$ cat src/rtl/pipe_pkg.sv
// Shared types for the pipeline hazard sequencer: forwarding encodings,
// FSM states and the shadow-scoreboard entry layout.
package pipe_pkg;

    localparam int REG_AW_DFLT = 3;

    localparam logic [1:0] FWD_REG = 2'b00;
    localparam logic [1:0] FWD_MEM = 2'b01;
    localparam logic [1:0] FWD_WB  = 2'b10;

    typedef enum logic [1:0] {
        RUN    = 2'd0,
        DRAIN  = 2'd1,
        HALTED = 2'd2
    } hz_state_e;

    typedef struct packed {
        logic                   v;
        logic                   wr;
        logic [REG_AW_DFLT-1:0] dst;
        logic                   late;
        logic [REG_AW_DFLT-1:0] rs_a;
        logic [REG_AW_DFLT-1:0] rs_b;
        logic                   use_a;
        logic                   use_b;
        logic                   halt;
    } sb_entry_t;

    // An in-flight entry will write register r.
    function automatic logic sb_hit(sb_entry_t e, logic [REG_AW_DFLT-1:0] r);
        return e.v & e.wr & (e.dst == r);
    endfunction

endpackage

$ cat src/rtl/hazard_ctl_if.sv
// Decoder/EX-side signals into the hazard sequencer and the pipe controls out.
interface hazard_ctl_if #(parameter int REG_AW = pipe_pkg::REG_AW_DFLT);
    logic              id_valid;
    logic [REG_AW-1:0] id_rs_a;
    logic [REG_AW-1:0] id_rs_b;
    logic              id_use_a;
    logic              id_use_b;
    logic              id_regwrite;
    logic [REG_AW-1:0] id_regdst;
    logic              id_late;
    logic              id_halt;
    logic              ex_branch_taken;
    logic              resume;
    logic              pc_en;
    logic              ifid_en;
    logic              ifid_flush;
    logic              idex_bubble;
    logic [1:0]        fwd_a;
    logic [1:0]        fwd_b;
    logic              halted;

    modport master (
        output id_valid, id_rs_a, id_rs_b, id_use_a, id_use_b, id_regwrite,
               id_regdst, id_late, id_halt, ex_branch_taken, resume,
        input  pc_en, ifid_en, ifid_flush, idex_bubble, fwd_a, fwd_b, halted
    );

    modport slave (
        input  id_valid, id_rs_a, id_rs_b, id_use_a, id_use_b, id_regwrite,
               id_regdst, id_late, id_halt, ex_branch_taken, resume,
        output pc_en, ifid_en, ifid_flush, idex_bubble, fwd_a, fwd_b, halted
    );
endinterface

$ cat src/rtl/hazard_sb_stage.sv
// One shadow-scoreboard entry: loads the incoming entry or an all-zero bubble.
module hazard_sb_stage
    import pipe_pkg::*;
(
    input  logic      clk,
    input  logic      rst_n,
    input  logic      load_i,
    input  sb_entry_t d_i,
    output sb_entry_t q_o
);

    sb_entry_t ent_q;

    always_ff @(posedge clk or negedge rst_n) begin
        if (!rst_n) ent_q <= '0;
        else        ent_q <= load_i ? d_i : '0;
    end

    assign q_o = ent_q;

endmodule

$ cat src/rtl/hazard_ctl.sv
// 5-stage pipeline sequencer: RAW stall/forward decisions from a shadow
// scoreboard, branch flush, and the halt drain / resume sequence.
module hazard_ctl
    import pipe_pkg::*;
#(
    parameter int REG_AW       = REG_AW_DFLT,
    parameter bit FWD_EN       = 1'b1,
    parameter int DRAIN_CYCLES = 3
) (
    input  logic         clk,
    input  logic         rst_n,
    hazard_ctl_if.slave  bus
);

    localparam int CW = (DRAIN_CYCLES < 2) ? 1 : $clog2(DRAIN_CYCLES + 1);
    localparam logic [CW-1:0] DRAIN_LD = CW'(DRAIN_CYCLES - 1);

    hz_state_e     state_q, state_d;
    logic [CW-1:0] cnt_q, cnt_d;

    sb_entry_t id_e, ex_q, mem_q, wb_q;

    logic [REG_AW-1:0] ra, rb;
    logic hit_ex_a, hit_ex_b, hit_mem_a, hit_mem_b, hit_wb_a, hit_wb_b;
    logic stall, flush, advance;

    assign ra = bus.id_rs_a;
    assign rb = bus.id_rs_b;

    always_comb begin
        id_e       = '0;
        id_e.v     = bus.id_valid;
        id_e.wr    = bus.id_regwrite;
        id_e.dst   = bus.id_regdst;
        id_e.late  = bus.id_late;
        id_e.rs_a  = ra;
        id_e.rs_b  = rb;
        id_e.use_a = bus.id_use_a;
        id_e.use_b = bus.id_use_b;
        id_e.halt  = bus.id_halt;
    end

    assign hit_ex_a  = bus.id_use_a & sb_hit(ex_q,  ra);
    assign hit_ex_b  = bus.id_use_b & sb_hit(ex_q,  rb);
    assign hit_mem_a = bus.id_use_a & sb_hit(mem_q, ra);
    assign hit_mem_b = bus.id_use_b & sb_hit(mem_q, rb);
    assign hit_wb_a  = bus.id_use_a & sb_hit(wb_q,  ra);
    assign hit_wb_b  = bus.id_use_b & sb_hit(wb_q,  rb);

    // With forwarding only a late (load/input) producer in EX is unreachable;
    // without it, any in-flight writer blocks the read until it has retired.
    always_comb begin
        if (FWD_EN)
            stall = (hit_ex_a | hit_ex_b) & ex_q.late;
        else
            stall = hit_ex_a | hit_ex_b | hit_mem_a | hit_mem_b | hit_wb_a | hit_wb_b;
        stall = stall & bus.id_valid & (state_q == RUN);
    end

    assign flush   = (state_q == RUN) & bus.ex_branch_taken;
    assign advance = (state_q == RUN) & ~stall & ~bus.ex_branch_taken;

    hazard_sb_stage u_ex  (.clk(clk), .rst_n(rst_n), .load_i(advance), .d_i(id_e),  .q_o(ex_q));
    hazard_sb_stage u_mem (.clk(clk), .rst_n(rst_n), .load_i(1'b1),    .d_i(ex_q),  .q_o(mem_q));
    hazard_sb_stage u_wb  (.clk(clk), .rst_n(rst_n), .load_i(1'b1),    .d_i(mem_q), .q_o(wb_q));

    always_ff @(posedge clk or negedge rst_n) begin
        if (!rst_n) begin
            state_q <= RUN;
            cnt_q   <= '0;
        end else begin
            state_q <= state_d;
            cnt_q   <= cnt_d;
        end
    end

    always_comb begin
        state_d         = state_q;
        cnt_d           = cnt_q;
        bus.pc_en       = 1'b1;
        bus.ifid_en     = 1'b1;
        bus.ifid_flush  = 1'b0;
        bus.idex_bubble = 1'b0;
        bus.halted      = 1'b0;
        case (state_q)
            RUN: begin
                if (flush) begin
                    bus.ifid_flush  = 1'b1;
                    bus.idex_bubble = 1'b1;
                end else if (stall) begin
                    bus.pc_en       = 1'b0;
                    bus.ifid_en     = 1'b0;
                    bus.idex_bubble = 1'b1;
                end
                if (advance & bus.id_valid & bus.id_halt) begin
                    state_d = DRAIN;
                    cnt_d   = DRAIN_LD;
                end
            end
            DRAIN: begin
                bus.pc_en       = 1'b0;
                bus.ifid_en     = 1'b0;
                bus.idex_bubble = 1'b1;
                cnt_d = (cnt_q == '0) ? '0 : cnt_q - 1'b1;
                if (cnt_d == '0) state_d = HALTED;
            end
            HALTED: begin
                bus.pc_en       = 1'b0;
                bus.ifid_en     = 1'b0;
                bus.idex_bubble = 1'b1;
                bus.halted      = 1'b1;
                if (bus.resume) state_d = RUN;
            end
            default: state_d = RUN;
        endcase
    end

    // MEM is the younger result, so it wins over WB for the same register.
    always_comb begin
        bus.fwd_a = FWD_REG;
        bus.fwd_b = FWD_REG;
        if (FWD_EN && state_q != HALTED && ex_q.v) begin
            if (ex_q.use_a) begin
                if (sb_hit(mem_q, ex_q.rs_a))     bus.fwd_a = FWD_MEM;
                else if (sb_hit(wb_q, ex_q.rs_a)) bus.fwd_a = FWD_WB;
            end
            if (ex_q.use_b) begin
                if (sb_hit(mem_q, ex_q.rs_b))     bus.fwd_b = FWD_MEM;
                else if (sb_hit(wb_q, ex_q.rs_b)) bus.fwd_b = FWD_WB;
            end
        end
    end

    logic unused_sb;
    assign unused_sb = ^{ex_q.halt, wb_q.late, wb_q.rs_a, wb_q.rs_b,
                         wb_q.use_a, wb_q.use_b, wb_q.halt};

endmodule

$ cat src/flat_wrapper.sv
// flat-port wrapper written by rule: the top's interface ports become plain ports
module hazard_ctl_flat import pipe_pkg::*;
#(
    parameter int REG_AW       = REG_AW_DFLT,
    parameter bit FWD_EN       = 1'b1,
    parameter int DRAIN_CYCLES = 3
)
  (clk, rst_n, bus_id_valid, bus_id_rs_a, bus_id_rs_b, bus_id_use_a, bus_id_use_b, bus_id_regwrite, bus_id_regdst, bus_id_late, bus_id_halt, bus_ex_branch_taken, bus_resume, bus_pc_en, bus_ifid_en, bus_ifid_flush, bus_idex_bubble, bus_fwd_a, bus_fwd_b, bus_halted);
  hazard_ctl_if #(.REG_AW(REG_AW)) bus_i ();
  input  logic clk;
  input  logic rst_n;
  input wire logic [$bits(bus_i.id_valid)-1:0] bus_id_valid;
  input wire logic [$bits(bus_i.id_rs_a)-1:0] bus_id_rs_a;
  input wire logic [$bits(bus_i.id_rs_b)-1:0] bus_id_rs_b;
  input wire logic [$bits(bus_i.id_use_a)-1:0] bus_id_use_a;
  input wire logic [$bits(bus_i.id_use_b)-1:0] bus_id_use_b;
  input wire logic [$bits(bus_i.id_regwrite)-1:0] bus_id_regwrite;
  input wire logic [$bits(bus_i.id_regdst)-1:0] bus_id_regdst;
  input wire logic [$bits(bus_i.id_late)-1:0] bus_id_late;
  input wire logic [$bits(bus_i.id_halt)-1:0] bus_id_halt;
  input wire logic [$bits(bus_i.ex_branch_taken)-1:0] bus_ex_branch_taken;
  input wire logic [$bits(bus_i.resume)-1:0] bus_resume;
  output wire logic [$bits(bus_i.pc_en)-1:0] bus_pc_en;
  output wire logic [$bits(bus_i.ifid_en)-1:0] bus_ifid_en;
  output wire logic [$bits(bus_i.ifid_flush)-1:0] bus_ifid_flush;
  output wire logic [$bits(bus_i.idex_bubble)-1:0] bus_idex_bubble;
  output wire logic [$bits(bus_i.fwd_a)-1:0] bus_fwd_a;
  output wire logic [$bits(bus_i.fwd_b)-1:0] bus_fwd_b;
  output wire logic [$bits(bus_i.halted)-1:0] bus_halted;
  assign bus_i.id_valid = bus_id_valid;
  assign bus_i.id_rs_a = bus_id_rs_a;
  assign bus_i.id_rs_b = bus_id_rs_b;
  assign bus_i.id_use_a = bus_id_use_a;
  assign bus_i.id_use_b = bus_id_use_b;
  assign bus_i.id_regwrite = bus_id_regwrite;
  assign bus_i.id_regdst = bus_id_regdst;
  assign bus_i.id_late = bus_id_late;
  assign bus_i.id_halt = bus_id_halt;
  assign bus_i.ex_branch_taken = bus_ex_branch_taken;
  assign bus_i.resume = bus_resume;
  assign bus_pc_en = bus_i.pc_en;
  assign bus_ifid_en = bus_i.ifid_en;
  assign bus_ifid_flush = bus_i.ifid_flush;
  assign bus_idex_bubble = bus_i.idex_bubble;
  assign bus_fwd_a = bus_i.fwd_a;
  assign bus_fwd_b = bus_i.fwd_b;
  assign bus_halted = bus_i.halted;
  hazard_ctl #(.REG_AW(REG_AW), .FWD_EN(FWD_EN), .DRAIN_CYCLES(DRAIN_CYCLES)) u_core (.clk(clk), .rst_n(rst_n), .bus(bus_i));
endmodule
$ cat config.mk
export PLATFORM = sky130hd
export DESIGN_NAME = hazard_ctl_flat
export DESIGN_NICKNAME = d
export VERILOG_FILES = /design/src/rtl/pipe_pkg.sv /design/src/rtl/hazard_ctl_if.sv /design/src/rtl/hazard_sb_stage.sv /design/src/rtl/hazard_ctl.sv /design/src/flat_wrapper.sv
export SDC_FILE = /design/constraint.sdc
export NUM_CORES = 1
export LEC_CHECK = 0
export BUFFER_PORTS_ARGS = -buffer_cell sky130_fd_sc_hd__buf_2
export CELL_PAD_IN_SITES_DETAIL_PLACEMENT = 1
export CELL_PAD_IN_SITES_GLOBAL_PLACEMENT = 2
export CORE_ASPECT_RATIO = 0.5
export CORE_MARGIN = 2
export CORE_UTILIZATION = 38
export CTS_BUF_LIST = sky130_fd_sc_hd__clkbuf_8
export DETAILED_ROUTE_END_ITERATION = 10
export GPL_TIMING_DRIVEN = 0
export PLACE_DENSITY_LB_ADDON = 0.1
export SYNTH_ARGS = -nofsm -noshare
export SYNTH_HDL_FRONTEND = slang
export SYNTH_SLANG_ARGS = --single-unit
$ cat constraint.sdc
create_clock -name clk -period 2.5 [get_ports clk]
set_input_delay 0.625 -clock clk [delete_from_list [all_inputs] [get_ports clk]]
set_output_delay 0.625 -clock clk [all_outputs]
set_load 0.05 [all_outputs]
Word-level counts from Yosys, hierarchy flattened
Cells that the tools add are included.
Widths: inputs -> output; s select.
Storage, ports and cells
  flip-flop bits (word level): 28
  bits of input ports: 19
  output and inout bits: 9
  word-level logic and storage cells: 84
Cells by class
  add/sub/neg operators: 1
  eq/ne operators: 12
  muxes and demuxes: 25
  bitwise logic cells: 22
  reductions and logical operators: 8
Operators by type and width (count)
  $mux 2: 13
  $and 1x1->1: 19
  $eq 3x3->1: 6
  $mux 15: 1
  $mux 1: 7
  $logic_not 2->1: 3
  $ne 2x2->1 const B: 3
  $pmux 2 s3: 1
  $pmux 1 s2: 2
  $pmux 2 s2: 1
  $reduce_and 3->1: 1
  $eq 2x1->1 const B: 1
  $eq 2x2->1 const B: 1
  $ne 2x1->1 const B: 1
  $not 1->1: 2
  $reduce_and 2->1: 1
  $reduce_bool 2->1: 1
  $reduce_or 2->1: 1
  $sub 2x1->2 const B: 1
  $logic_and 1x1->1: 1
  $or 1x1->1: 1

Depth between registers and ports, before layout
  word-level depth: 14
  gate-level depth with buffers: 7
  gate-level depth less buffers: 7

Modules after synthesis
A second synthesis with hierarchy kept.
Unflattened totals
  cells, all modules: 170
  area, all modules: 2112.0 um2
Modules (own cells, without submodules)
  hazard_sb_stage: instances 3, cells an instance 31, area each 494.2 um2
  hazard_ctl: instances 1, cells an instance 77, area each 629.4 um2

Least setup slack after synthesis
Ideal clock, no wire load.
  kind: reg-to-output
  from: register u_core.state_q[0]
  to: output bus_fwd_a[1]
  data arrival time: 2.222 ns
  required time: 1.875 ns
  path slack: -0.347 ns
  stages on the path, launching flop included: 6
  cells stage by stage: dfrtp_1 inv_1 ha_1 nor2b_1 nand4_1 nor3_1
On the way
  longest elaborated chain between the ends: 3
RTL lines
  start, declared: line hazard_ctl.sv:18  | hz_state_e state_q, state_d;
  start signal, assigned: line hazard_ctl.sv:72  | state_q <= state_d;
  $ne 2x2->1: line hazard_ctl.sv:122  | if (FWD_EN && state_q != HALTED && ex_q.v) begin
  $logic_and 1x1->1: line hazard_ctl.sv:122
  $mux 2: line hazard_ctl.sv:122
  end, declared: line flat_wrapper.sv:27  | output wire logic [$bits(bus_i.fwd_a)-1:0] bus_fwd_a;
No other way between the ends.

Final worst setup path
  from: register u_core.state_q[0]
  to: output bus_fwd_b[1]
On the way
  longest elaborated chain between the ends: 3
RTL lines
  $ne 2x2->1: line hazard_ctl.sv:122
  $logic_and 1x1->1: line hazard_ctl.sv:122
  $mux 2: line hazard_ctl.sv:122
  end, declared: line flat_wrapper.sv:28  | output wire logic [$bits(bus_i.fwd_b)-1:0] bus_fwd_b;
No other way between the ends.

==> out/metrics.yaml <==
grt:
  grt_use_met1_pct: 19.4
  grt_overflow_total: 0
  grt_pass1_wl_um: 4560
  grt_pass1_vias: 976
  grt_antenna_before_repair: 0
  top_usage_layer: "met2"
  use_met3_pct: 3.84
  grt_max_degree: 29
  grt.met2_usage_pct: 29.1
  grtUsageTotal_pct: 15.5
drt:
  wl_um: 2630
  via_count: 901
  via_per_inst: 4.87
  drcViolationCount: 0
  wire_per_inst_um: 14.2
  drtIter0Drc: 10
  drt_first_pass_iters: 4
  ant_nets: 0
final_layout:
  ff_latch_area_um2: 701
  fin_nets: 169
  drive_above_1_share_pct: 33.8
  num-fill-cells: 347
  multiInputGateArea_um2: 599
  area_growth_pct: 24.3
  final_core_util_pct: 51.6
  diodes: 0
placement:
  post-dp-hpwl_um: 2180
  portBuffers: 27
  place.gp.congestion: 0.733
  place_worst_setup_slack_ps: -94.7
critical_path:
  cpPeakStageDelay_ps: 400
  crit_required_ps: 1880
  slowest_stage: "dfrtp_1"
  crit_type: "reg2out"
  crit_buf_inv: 2
  cp.arrival_ps: 1770
  path_cells: "inv_1 > ha_1 > nor2b_2 > nand4_1 > nor3_2 > buf_2"
  critPathLaunchType: "flip-flop"
  worst_setup_path_end_kind: "primary output"
  crit_family: "simple AND/OR/NAND/NOR gates"
  crit_path_max_fanout: 4
clock_tree:
  cts_buffers: 3
  htree_num_levels: 1
  clk_path_buf_depth: 2
  clk_pin_slew_ps: 90
  insertion_delay_ps: 270
  clock_sinks: 28
  cts-root-buf: "clkbuf_8"
  ctsHoldBuffers: 0
  cts_tree: "yes"
pwr:
  p_leak_nw: 0.765
  p_per_area_nw_per_um2: 967
  p_total_w: 0.00155
  ir_drop_v: 0.000534
status:
  status: "completed"
yosys:
  yosys_warnings: 0
  syn_area_per_cell_um2: 11.4
  synth_area_um2: 1290
  syn_nets: 136
  synth_cell_type_count: 29
  synthCells: 113
  seq_area_frac_synth_pct: 54.2
  ys_seq_elements: 28
floorplanning:
  coreArea_um2: 3120
  rows: 14
  fp.dieArea_um2: 3920
  die_w_um: 86.5
  ios: 28
  dieHeight_um: 45.3
  start_util_pct: 41.5
sta:
  setup_slack_ps: 103
  rsz0062_at_grt: "false"
  layout_min_cycle_time_ps: 2400
  setup_violations: 0
  fmax_mhz: 417
  period_share_pct: 95.9
  tightest_slew_ps: 607
  slew_viol_final: 0
  fin_skew_ps: 5.81
  finalHoldViolations: 0
  timing.slew.headroom_pct: 59.5
flow_run:
  max-cap-violations: 0
hold_path:
  hold_path.class: "in2async"
[flip-flops by register name, indices dropped and copies added (netlist names)]
register,count
u_core.u_wb.q_o,5
u_core.u_ex.q_o,14
u_core.cnt_q,2
u_core.u_mem.q_o,5
u_core.state_q,2
[synth_stat cells]
| cell type | instances | area share, % |
|---|---|---|
| mux2i_1 | 1 | 0.77 |
| or2_1 | 1 | 0.48 |
| nor2b_1 | 1 | 0.48 |
| o21ai_0 | 5 | 1.9 |
| nand3_1 | 3 | 1.2 |
| nor3_1 | 3 | 1.2 |
| or2_2 | 2 | 0.97 |
| inv_1 | 7 | 2.0 |
| xor2_1 | 6 | 4.1 |
| a21oi_4 | 1 | 1.3 |
| o211ai_1 | 1 | 0.58 |
| a21oi_1 | 2 | 0.77 |
| a31oi_1 | 1 | 0.48 |
| ha_1 | 4 | 3.9 |
| and2_1 | 15 | 7.3 |
| nor2_1 | 2 | 0.58 |
| nand2b_1 | 1 | 0.48 |
| nor3_2 | 1 | 0.77 |
| xnor2_1 | 12 | 8.1 |
| buf_2 | 1 | 0.39 |
| a311o_1 | 1 | 0.77 |
| nand4_2 | 2 | 1.9 |
| and3_1 | 2 | 0.97 |
| nor4_1 | 2 | 0.97 |
| nand2_1 | 3 | 0.87 |
| o311ai_1 | 1 | 0.68 |
| buf_4 | 1 | 0.58 |
| dfrtp_1 | 28 | 54 |
| nand4_1 | 3 | 1.5 |
[timing repair]
item	in CTS	in global routing
endpoints found under the setup margin	3	4
gates resized for setup	2	5
buffers inserted	1	0
pin swaps	1	0
[path summary, 6_finish.rpt]
kind	to	from	slack, ps	cells past startpoint
max in group asynchronous	u_core.u_ex.q_o[4]	rst_n	1750	1
max reg2reg	u_core.state_q[1]	u_core.state_q[0]	780	7
min	u_core.state_q[0]	rst_n	350	1
min in group clk	u_core.u_wb.q_o[13]	u_core.u_mem.q_o[13]	390	0
max	bus_fwd_b[1]	u_core.state_q[0]	100	6
min reg2reg	u_core.u_wb.q_o[13]	u_core.u_mem.q_o[13]	390	0
[through the flow]
stage          instances  cell area (um^2)  setup TNS, ps  hold slack, ps
2_1_floorplan        113              1310              0             329
3_5_place_dp         180              1500           -112             377
4_1_cts              185              1580              0             367
6_report             185              1610              0             347
3_3_place_gp         180              1500          -94.2             373
5_1_grt              185              1610              0             387
[where the power goes]
part / internal [W] / leakage (nW) / switching, W
combinational: 0.000223 / 0.362 / 0.000336
clock: 0.000214 / 0.0357 / 0.000135
sequential: 0.000555 / 0.367 / 0.0000910
total: 0.000992 / 0.765 / 0.000562
[cells by family (layout without fill, tap and decap cells)]
kind of cell	after synthesis	count (layout)	synth area share, %
muxes	1	1	0.774
adders and majority gates	4	4	3.87
DFF	28	28	54.2
buffers and inverters	9	41	3.00
and+or+nand+nor	41	41	19.5
xor gates and xnor gates	18	18	12.2
AOI/OAI and AO/OA	12	12	6.48
[worst register-to-register path, stage by stage (launching register included)]
cell,delay (ps)
dfrtp_1,400
inv_1,90
ha_1,260
inv_1,60
o21ai_0,80
or2_2,290
o21ai_0,250
mux2i_1,220
[cell type report]
cell class | instances | share of cell area (%)
Inverter | 7 | 1.63
Clock buffer | 3 | 2.57
Multi-Input combinational cell | 76 | 37.3
Buffer | 2 | 0.778
Timing Repair Buffer | 28 | 9.18
Clock inverter | 1 | 1.87
Sequential cell | 28 | 43.6
Tap cell | 40 | 3.11
[placed cells by master, fill, tap and decap left out, drive strengths merged, types with 2 or more instances in the layout]
cell,Yosys,layout
inv,7,7
ha,4,4
nand2,3,3
nor3,4,4
or2,3,3
xnor2,12,12
nand4,5,5
a21oi,3,3
xor2,6,6
clkbuf,0,4
and2,15,15
nand3,3,3
dfrtp,28,28
nor2,2,2
nor4,2,2
o21ai,5,5
buf,2,29
and3,2,2
[per-layer routing]
layer / vias to the layer above / routed length (um)
met5: - / 0
met4: 0 / 0
met3: 0 / 97
met2: 16 / 1380
met1: 443 / 1160
li1: 442 / -
Power figures use the tool's default switching activity.
